**src/rtl/addsub_serial.sv**
```systemverilog
// addsub_serial: multi-cycle two's-complement add/subtract unit.
// Computes a + b + c_in (mode=0) or a - b - c_in (mode=1) over WIDTH bits,
// CHUNK bits per clock, least significant chunk first. It uses one CHUNK-bit
// adder and a one-bit running carry.
//
// Ports:
//   clk, rst        clock and synchronous active-high reset
//   start           operation request, accepted in IDLE or DONE
//   mode            0 = add, 1 = subtract (latched with start)
//   a, b            operands (latched with start)
//   c_in            carry-in (add) or borrow-in (sub) (latched with start)
//   busy            high while the operation is running
//   done            one-cycle pulse; result/c_out/ovf valid
//   result          sum or difference modulo 2^WIDTH
//   c_out           carry-out (add) or borrow-out (sub)
//   ovf             signed overflow
module addsub_serial #(
  parameter int WIDTH = 8,
  parameter int CHUNK = 2
) (
  input  logic             clk,
  input  logic             rst,
  input  logic             start,
  input  logic             mode,
  input  logic [WIDTH-1:0] a,
  input  logic [WIDTH-1:0] b,
  input  logic             c_in,
  output logic             busy,
  output logic             done,
  output logic [WIDTH-1:0] result,
  output logic             c_out,
  output logic             ovf
);

  localparam int N  = WIDTH / CHUNK;
  localparam int CW = (N > 1) ? $clog2(N) : 1;
  localparam logic [CW-1:0] LAST = CW'(N - 1);

  typedef enum logic [1:0] {S_IDLE, S_RUN, S_DONE} state_t;

  state_t           state_q, state_d;
  logic [CW-1:0]    cnt_q, cnt_d;
  logic [WIDTH-1:0] a_q, a_d;
  logic [WIDTH-1:0] op_q, op_d;
  logic [WIDTH-1:0] acc_q, acc_d;
  logic [WIDTH-1:0] result_q, result_d;
  logic             mode_q, mode_d;
  logic             carry_q, carry_d;
  logic             c_out_q, c_out_d;
  logic             ovf_q, ovf_d;

  logic             accept;
  logic             last_chunk;
  logic [CHUNK:0]   chunk_sum;
  logic             msb_carry_in;
  logic [WIDTH-1:0] acc_next;

  assign accept     = start && ((state_q == S_IDLE) || (state_q == S_DONE));
  assign last_chunk = (cnt_q == LAST);

  // State register
  always_ff @(posedge clk) begin
    if (rst) begin
      state_q <= S_IDLE;
    end else begin
      state_q <= state_d;
    end
  end

  // Next-state logic
  always_comb begin
    state_d = state_q;
    case (state_q)
      S_IDLE:  if (start) state_d = S_RUN;
      S_RUN:   if (last_chunk) state_d = S_DONE;
      S_DONE:  state_d = start ? S_RUN : S_IDLE;
      default: state_d = S_IDLE;
    endcase
  end

  // Output logic (decoded from registered state only)
  always_comb begin
    busy   = (state_q == S_RUN);
    done   = (state_q == S_DONE);
    result = result_q;
    c_out  = c_out_q;
    ovf    = ovf_q;
  end

  // Chunk adder. Operands are shifted right each cycle, so the active chunk
  // always sits in the low CHUNK bits. Subtraction stores ~b and ~c_in at
  // latch time so the adder itself never needs to know the mode.
  always_comb begin
    chunk_sum = {1'b0, a_q[CHUNK-1:0]} + {1'b0, op_q[CHUNK-1:0]}
              + (CHUNK+1)'(carry_q);
    // Carry into the chunk MSB, recovered from the MSB sum bit.
    msb_carry_in = a_q[CHUNK-1] ^ op_q[CHUNK-1] ^ chunk_sum[CHUNK-1];
    // Result bits enter at the top and shift down; after N chunks the first
    // chunk has reached bit 0.
    acc_next = (acc_q >> CHUNK)
             | (WIDTH'(chunk_sum[CHUNK-1:0]) << (WIDTH - CHUNK));
  end

  // Datapath next-state
  always_comb begin
    a_d      = a_q;
    op_d     = op_q;
    acc_d    = acc_q;
    mode_d   = mode_q;
    carry_d  = carry_q;
    cnt_d    = cnt_q;
    result_d = result_q;
    c_out_d  = c_out_q;
    ovf_d    = ovf_q;
    if (accept) begin
      a_d     = a;
      op_d    = mode ? ~b : b;
      carry_d = c_in ^ mode;
      mode_d  = mode;
      cnt_d   = '0;
      acc_d   = '0;
    end else if (state_q == S_RUN) begin
      a_d     = a_q >> CHUNK;
      op_d    = op_q >> CHUNK;
      carry_d = chunk_sum[CHUNK];
      acc_d   = acc_next;
      cnt_d   = last_chunk ? '0 : cnt_q + CW'(1);
      if (last_chunk) begin
        result_d = acc_next;
        // Final carry is an inverted borrow when subtracting.
        c_out_d  = chunk_sum[CHUNK] ^ mode_q;
        ovf_d    = msb_carry_in ^ chunk_sum[CHUNK];
      end
    end
  end

  always_ff @(posedge clk) begin
    if (rst) begin
      a_q      <= '0;
      op_q     <= '0;
      acc_q    <= '0;
      mode_q   <= 1'b0;
      carry_q  <= 1'b0;
      cnt_q    <= '0;
      result_q <= '0;
      c_out_q  <= 1'b0;
      ovf_q    <= 1'b0;
    end else begin
      a_q      <= a_d;
      op_q     <= op_d;
      acc_q    <= acc_d;
      mode_q   <= mode_d;
      carry_q  <= carry_d;
      cnt_q    <= cnt_d;
      result_q <= result_d;
      c_out_q  <= c_out_d;
      ovf_q    <= ovf_d;
    end
  end

endmodule

```
**config.mk**
```make
export PLATFORM = sky130hd
export DESIGN_NAME = addsub_serial
export DESIGN_NICKNAME = d
export VERILOG_FILES = /design/src/rtl/addsub_serial.sv
export SDC_FILE = /design/constraint.sdc
export NUM_CORES = 1
export LEC_CHECK = 0
export BUFFER_PORTS_ARGS = -buffer_cell sky130_fd_sc_hd__buf_4
export CORE_ASPECT_RATIO = 1.75
export CORE_UTILIZATION = 25
export CTS_BUF_LIST = sky130_fd_sc_hd__clkbuf_16
export DETAILED_ROUTE_END_ITERATION = 10
export PLACE_DENSITY = 0.39
export SYNTH_ARGS = -nofsm -noshare
export SYNTH_HDL_FRONTEND = slang
export SYNTH_SLANG_ARGS = --single-unit
```
**constraint.sdc**
```tcl
create_clock -name clk -period 3 [get_ports clk]
set_clock_uncertainty 0.15 [all_clocks]
set_input_delay 0.3 -clock clk [delete_from_list [all_inputs] [get_ports clk]]
set_output_delay 0.3 -clock clk [all_outputs]
set_load 0.005 [all_outputs]
```
Word-level counts from Yosys, hierarchy flattened
Index checks and enable logic that the tools add are counted.

Output and inout bits: 12. Memories kept: 0. ROM bits: 0. Memory bits (writable): 0. Latch bits: 0. Bits in registers: 40. Word-level logic and storage cells: 45.

$lt $le $gt $ge: 0. Multipliers: 0. Shifts and indexed selects: 0. Bitwise logic cells: 8. Reduce and logical (&&, ||, !) cells: 7. Equal/unequal tests: 5. Div/mod/pow operators: 0. Mux-type cells: 12. $add $sub $neg: 3.

Operators by type and width (count): $mux W8 (5); $not A8 Y8 (1); $or A6 B8 Y8 (1); $mux W2 (3); $pmux W2 S3 (1); $xor A1 B1 Y1 (5); $eq A2 B2 Y1 const B (2); $add A2 B2 Y3 (1); $add A3 B1 Y3 (1); $mux W1 (3); $reduce_and A3 Y1 (1); $add A2 B1 Y2 const B (1); $eq A2 B1 Y1 const B (1); $logic_not A2 Y1 (1); $ne A2 B1 Y1 const B (1); $ne A2 B2 Y1 const B (1); $reduce_and A2 Y1 (1); $reduce_bool A2 Y1 (1); $reduce_or A2 Y1 (1); $logic_and A1 B1 Y1 (1); $logic_or A1 B1 Y1 (1); $not A1 Y1 (1).

Logic depth before layout (Yosys ltp)
Gate-level depths: netlist of run 1.

Word-level depth: 5. Mapped depth: 6. Depth with buffers taken out: 6.

Worst setup path before layout of run 1
No wires, ideal clock.

Kind: reg-to-reg. Start point: register a_q[0]. End point: register ovf_q (netlist: ovf). Path buffers: 0. Library setup time: 0.101 ns. Arrival: 1.769 ns. Clock period less this slack: 2.020 ns. Stages on the path, launching flop included: 7. Required time: 2.749 ns. Slack: 0.980 ns. Cell sequence: dfxtp_1 inv_1 fa_1 fa_1 xor2_1 and2_1 o41ai_1.

Longest elaborated chain between the ends: 4.

Ends and longest elaborated chain: start, declared (line 43) `logic [WIDTH-1:0] a_q, a_d;`; start signal, assigned (line 139) `a_q <= '0;`; start signal, assigned (line 149) `a_q <= a_d;`; $add A2 B2 Y3 * (line 94) `chunk_sum = {1'b0, a_q[CHUNK-1:0]} + {1'b0, op_q[CHUNK-1:0]}`; $add A3 B1 Y3 * (line 95) `+ (CHUNK+1)'(carry_q);`; $xor A1 B1 Y1 (line 97) `msb_carry_in = a_q[CHUNK-1] ^ op_q[CHUNK-1] ^ chunk_sum[CHUNK-1];`; $xor A1 B1 Y1 * (line 132) `ovf_d = msb_carry_in ^ chunk_sum[CHUNK];`; end signal, assigned (line 157) `ovf_q <= ovf_d;`; end, declared (line 50) `logic ovf_q, ovf_d;`.

Mark *: on every way between the ends. The rest lies on a longest branch, timed or not. A chain may end at the register's enable or synchronous reset.

Worst setup path after layout of run 1
Ends and elaborated chain as after synthesis.

==> impl_results.md, run 1 <==
* Status: finished, final reports clean
* Hold Path Class: in2reg
* Clock Sink Count at 38
* Clock slew at reported path FFs at 0.05 ns
* RSZ-0062 raised after global routing: false
* Chip height at 109 um
* Gr usage total at between 10% and 20%
* # diodes at 0
* CP Buf/Inv Count at 1
* Crit path arrival time at 2.19 ns
* Setup_tns at 0 ns
* Initial DRC count at 46
* Root Buffer: clkbuf_16
* Slew margin rel. at approximately half
* Worst Setup Start Kind: register
* Worst Setup End Kind: register
* Worst vdd rail ir drop at between 0.2 and 0.25 mV
* Peak Freq at 461 MHz
* CTS buffer count at 5
* Min-delay src: a[7]
* Commonest non-fill, non-tap cell in the layout: dfxtp_1
* Final count of negative-setup-slack endpoints at 0
* Vias per cell at ~4.6
* Num ports at 33
* Vias in the first global route at between 1k and 1.5k
* Worst skew pair latency at 0.28 ns
* Die W at 63.3 um
* Register area share after synthesis at 46.3%
* CTS Buffer Depth at 2
* Slowest-stage cell, CP: fa_1
* Setup slack after layout at 0.832 ns
* Netlist cell types at 35
* Fin. Hold Viols at 0
* Resized cells post-CTS at 0
* Die area at 6920 um^2
* # rows at 38
* Initial antenna violation count at 0
* Min Tclk post-route at 2.17 ns
* # Post-CTS Setup Buffers at 0
* Yosys warns at 0
* Largest net degree at the start of global routing at 33
* Pwr/cell area at 576 nW/um^2
* CP peak stage delay at about 0.55 ns
* Final worst path period share at 72.3%
* R2R depth at 6
* DP HPWL at ~2600 um
* Drt drc at 0
* Kind of critical path: reg2reg
* CP cell instances: inv_1 > fa_1 > fa_1 > xor2_1 > nor2_1 > o41ai_1
* Global-route wire length before repair at 6630 um
* Mapped Nets at roughly 210
* Gpl congestion at approximately 0.72
* Port Buffers at 32
* Crit path depth at 6
* Final ANT Viol Nets at 0
* CTS tree: done
* Mapped Area at 1640 um^2
* Nets at between 200 and 250
* Most frequent cells in the layout: dfxtp_1, buf_4, nand2_1
* Vias post-DR at 1354
* Initial Util at a little over a quarter
* Worst R2R Setup Slack at 0.83 ns
* Post-CTS Hold Fix Bufs at 0
* Hold Crit Depth at 3
* Syn avg cell area at 8.75 um^2
* DRT Pass-1 Iters at 4
* Total Wirelength at 3910 um
* WL per Instance at 13.2 um
* Worst r2r dst: ovf
* H-Tree Depth at 2
* Number of fill cells in the layout at roughly 700
* Area Overhead vs Synth at 25.0%
* Critical Path RT at slightly above 3 ns
* Cell leakage power at between 0.0007 and 0.0008 uW
* Cells after Synth at 188
* Slew Limit Fails at 0
* Hold EP: a_q[7]
* CORE AREA at 6280 um^2
* Least-Margin Pin Slew at 0.740 ns
* Dpl ws at approximately 0.85 ns
* Number of synthesized register bits at 38
* FF-to-FF Start: a_q[0]
* Worst-path maximum fanout at 3
* Max-Cap Viols at 0
* Total grt overflow at 0
* Cell mode on critical path: fa_1
* Delay-heaviest family, CP: adder cells
* Share of post-route cells with drive strength above 1 at 20.7%
==> flip-flops by register name, indices dropped and copies added, names as in the netlist <==
name,flops
carry_q,1
mode_q,1
state_q,2
result,8
a_q,8
op_q,8
cnt_q,2
acc_q,6
c_out,1
ovf,1
==> tightest hold or removal path: cells and delay by family <==
kind | cells | cell delay (ns)
and+or+nand+nor | 1 | 0.05
AOI/OAI and AO/OA | 1 | 0.05
buffers and inverters | 1 | 0.11
==> layout make-up <==
cell class,count,area [um^2],area share (%)
clock buffer,5,125,6.09
multi-input combinational,130,767,37.3
inverter,6,27.5,1.34
tap,80,100,4.87
timing repair buffer,35,263,12.8
clock inverter,3,12.5,0.609
sequential,38,761,37.0
==> power breakdown <==
group	switching [uW]	internal, uW	leakage (uW)
Combinational	85.4	66.7	0.000404
Sequential	13.5	530	0.000310
Clock	189	300	0.0000724
==> metal layers <==
layer	global-route usage, %	vias to the layer above	part of all wire [%]
met1	13.5	619	41
met3	2.72	5	3.0
met4	7.31	0	2.3
met5	0	-	0
met2	23.3	30	54
li1	-	700	-
==> through the flow <==
| stage | total power (uW) | instances | util, % | area [um^2] | hold slack, ns |
|---|---|---|---|---|---|
| CTS | 1210 | 297 | 32.8 | 2060 | 0.120 |
| detailed placement | 711 | 289 | 30.6 | 1920 | 0.299 |
| global placement | 709 | 289 | 30.6 | 1920 | 0.295 |
| finish | 1180 | 297 | 32.8 | 2060 | 0.126 |
| floorplan | 665 | 188 | - | 1640 | 0.251 |
| global route | 1260 | 297 | 32.8 | 2060 | 0.122 |
==> cell families (layout without fill, tap and decap cells) <==
kind of cell / Yosys count / count (layout) / synth area share (%)
buf+inv: 20 / 49 / 7.08
simple gates: 70 / 70 / 19.5
xor+xnor: 11 / 11 / 5.86
flops: 38 / 38 / 46.3
fa+ha+maj: 4 / 4 / 3.96
compound gates: 45 / 45 / 17.4
==> worst max path at each step <==
stage / from / endpoint / slack [ns]
finish: a_q[0] / ovf / 0.83
global route: op_q[0] / ovf / 0.64
CTS: a_q[0] / ovf / 0.82
detailed placement: a_q[0] / ovf / 0.85
global placement: a_q[0] / ovf / 0.92
floorplan: a_q[0] / ovf / 0.98
==> synthesized netlist by cell type (all sizes together) <==
master / n / area share [%]
clkbuf: 2 / 0.46
a22oi: 6 / 2.7
and2: 1 / 0.38
a221o: 1 / 0.61
o41ai: 1 / 0.53
xnor2: 2 / 1.1
a211oi: 4 / 1.8
nor2: 9 / 2.1
dfxtp: 38 / 46
a31oi: 1 / 0.38
buf: 12 / 4.9
a21oi: 24 / 7.3
nor3: 6 / 1.8
nand2: 35 / 8.1
nand3b: 2 / 1.1
and2b: 1 / 0.46
nor2b: 1 / 0.38
inv: 6 / 1.7
a311oi: 3 / 2.0
fa: 2 / 2.4
nand3: 10 / 3.0
xor2: 9 / 4.8
or3: 1 / 0.38
ha: 2 / 1.5
and3b: 1 / 0.53
o21a: 1 / 0.46
o22ai: 4 / 1.5
nand2b: 3 / 1.1
Note: power is estimated with default switching activity, not from simulation.
==> run 2: changes to the inputs <==
==> constraint.sdc (replaced) <==
create_clock -name clk -period 2 [get_ports clk]
set_clock_uncertainty 0.15 [all_clocks]
set_input_delay 0.2 -clock clk [delete_from_list [all_inputs] [get_ports clk]]
set_output_delay 0.2 -clock clk [all_outputs]
set_load 0.005 [all_outputs]
==> run 2 against run 1 <==
The flow now finishes with violations (negative setup slack). Clock power is 80% higher. Non-clock buffer count is 8 higher. Critical path depth stayed put. Cell count is 2.7% higher. First-iteration DRC count is 41% lower. Core utilization is 1.7 points higher. Fmax is 7.8% higher. Sequential cell count stayed put. Hold slack worse by 0.10 ns. Power is 65% higher. Sequential power is 50% higher. Global-route usage is 0.27 points lower. Critical endpoint unchanged.
==> impl_results.md, run 2 (synthesis results as in run 1) <==
* Slew Limit Fails at 0 (unchanged)
* Met3 GRT Util at 2.82% (+0.10 points)
* # diodes at 0 (unchanged)
* Sw frac at 23.3% (-0.98 points)
* Worst vdd rail ir drop at 0.321 mV (+57%)
* Final count of negative-setup-slack endpoints at 1 (+1)
* DRT Pass-1 Iters at 4 (unchanged)
* RSZ-0062 raised after global routing: true
* GR peak layer: met2
* Vias post-DR at 1366 (+0.89%)
* Clock slew at reported path FFs at 0.06 ns (about the same)
* Clock Power Share at 44.9% (+3.6 points)
* Initial Util at 26.2% (unchanged)
* Global-route wire length before repair at 6530 um (-1.6%)
* Slew margin rel. at 74.1% (+23 points)
* Die area at 6920 um^2 (unchanged)
* Worst skew pair latency at 0.28 ns (about the same)
* Worst Setup End Kind: register
* Worst-path maximum fanout at 2 (-1)
* Gpl congestion at 0.682 (-5.2%)
* Kind of critical path: reg2reg
* Largest net degree at the start of global routing at 33 (unchanged)
* Met1 usage at 12.6% (-0.97 points)
* Chip height at 109 um (unchanged)
* Setup_tns at -0.0123 ns (-0.0123 ns)
* Most frequent cells in the layout: buf_4, dfxtp_1, nand2_1
* CP peak stage delay at 0.47 ns (-0.08 ns)
* Clock Sink Count at 38 (unchanged)
* Final ANT Viol Nets at 0 (unchanged)
* H-Tree Depth at 2 (unchanged)
* Total grt overflow at 0 (unchanged)
* Initial antenna violation count at 0 (unchanged)
* Share of post-route cells with drive strength above 1 at 26.7% (+5.9 points)
* Die W at 63.3 um (unchanged)
* CP cell instances: inv_2 > fa_2 > fa_1 > xor2_1 > and2_1 > o41ai_2
* # rows at 38 (unchanged)
* Port Buffers at 32 (unchanged)
* CTS buffer count at 5 (unchanged)
* Number of fill cells in the layout at 702 (-1.3%)
* Hold Worst Slack at 0.0228 ns (-0.104 ns)
* Final worst path period share at 101% (+28 points)
* Vias in the first global route at 1357 (-0.29%)
* CTS Buffer Depth at 2 (unchanged)
* Pwr/cell area at 908 nW/um^2 (+58%)
* Commonest non-fill, non-tap cell in the layout: buf_4
* Root Buffer: clkbuf_16
* Fin. Hold Viols at 0 (unchanged)
* Met2 Use GR at 24.2% (+0.84 points)
* Vias per cell at 4.48 (-1.8%)
* Net Switching at 457 uW (+59%)
* Worst Setup Start Kind: register
* Crit path arrival time at 2.05 ns (-0.14 ns)
* Placed insts at 296 (+2.4%)
* Hold Path Class: in2reg
* Status: finished with violations
* Failing checks: negative setup slack
* Logic pwr share at 13.5% (+0.7 points)
* Peak Freq at 497 MHz (+7.8%)
* Min Tclk post-route at 2.01 ns (-0.156 ns)
* Critical Path RT at 2.04 ns (-0.98 ns)
* WL per Instance at 12.9 um (-2.1%)
* Cell leakage power at 0.000843 uW (+7.2%)
* Nets at 249 (+3.3%)
* Area Overhead vs Synth at 31.4%
* DP HPWL at 2750 um (+5.2%)
* Slowest-stage cell, CP: fa_1
* Gr usage total at 12.6% (-0.27 points)
* CTS tree: done
* Num ports at 33 (unchanged)
* Max-Cap Viols at 0 (unchanged)
* Initial DRC count at 27 (-41%)
* CORE AREA at 6280 um^2 (unchanged)
* Post-Layout Cell Count at 305 (+2.7%)
* Drt drc at 0 (unchanged)
* Total Wirelength at 3930 um (+0.51%)
* Internal power at 1500 uW (+68%)
* Setup slack after layout at -0.0123 ns (-0.844 ns)
* Flop pwr share at 41.5% (-4.4 points)
* Least-Margin Pin Slew at 0.389 ns (-0.352 ns)
## run 2: worst max-delay path, delay by kind of cell, from the launching register on
| family | cells | cell delay, ns |
|---|---|---|
| fa+ha+maj | 2 | 0.85 |
| flops | 1 | 0.33 |
| compound gates | 1 | 0.25 |
| xor+xnor | 1 | 0.17 |
| simple gates | 1 | 0.15 |
| buf+inv | 1 | 0.04 |
## run 2: path summary, 6_finish.rpt
check | startpoint | end | slack [ns] | depth (start not counted)
worst max-delay path | op_q[0] | ovf | -0.01 | 6
worst min register to register | acc_q[3] | result[1] | 0.30 | 2
worst min-delay path | a[6] | a_q[6] | 0.02 | 3
worst max register to register | op_q[0] | ovf | -0.01 | 6
## run 2: what timing repair did
| action | CTS | global route |
|---|---|---|
| gates resized for setup | 3 | 1 |
| hold buffers | 0 | 0 |
| pin swaps | 5 | 0 |
| endpoints found under the setup margin | 1 | 2 |
| buffers inserted | 1 | 0 |
## run 2: through the flow
step | area, um^2 | power (uW) | setup WS [ns] | util, %
floorplan | 1650 | 998 | -0.00279 | -
global placement | 1970 | 1090 | -0.0451 | 31.4
detailed placement | 1970 | 1090 | -0.0865 | 31.4
CTS | 2150 | 2000 | -0.0294 | 34.3
global route | 2160 | 2060 | -0.113 | 34.4
finish | 2160 | 1960 | -0.0123 | 34.4
## run 2: layout make-up
cell class	count	area, um^2	share of cell area, %
Multi-Input combinational cell	130	782	36.2
Sequential cell	38	762	35.3
Timing Repair Buffer	43	323	14.9
Clock buffer	5	125	5.79
Tap cell	80	100	4.63
Clock inverter	3	40.0	1.85
Inverter	6	27.5	1.27
## run 2: per-layer routing
| metal | share of wire [%] | vias to the layer above |
|---|---|---|
| li1 | - | 715 |
| met1 | 41 | 622 |
| met2 | 54 | 24 |
| met3 | 3.2 | 5 |
| met4 | 1.9 | 0 |
| met5 | 0 | - |
## run 2: power by group through the flow
| stage | Sequential, uW | Clock, uW | Combinational (uW) |
|---|---|---|---|
| floorplan | 827 | 0 | 171 |
| CTS | 814 | 918 | 269 |
| detailed placement | 830 | 0 | 260 |
| finish | 814 | 881 | 265 |
| global route | 818 | 941 | 302 |
| global placement | 829 | 0 | 259 |
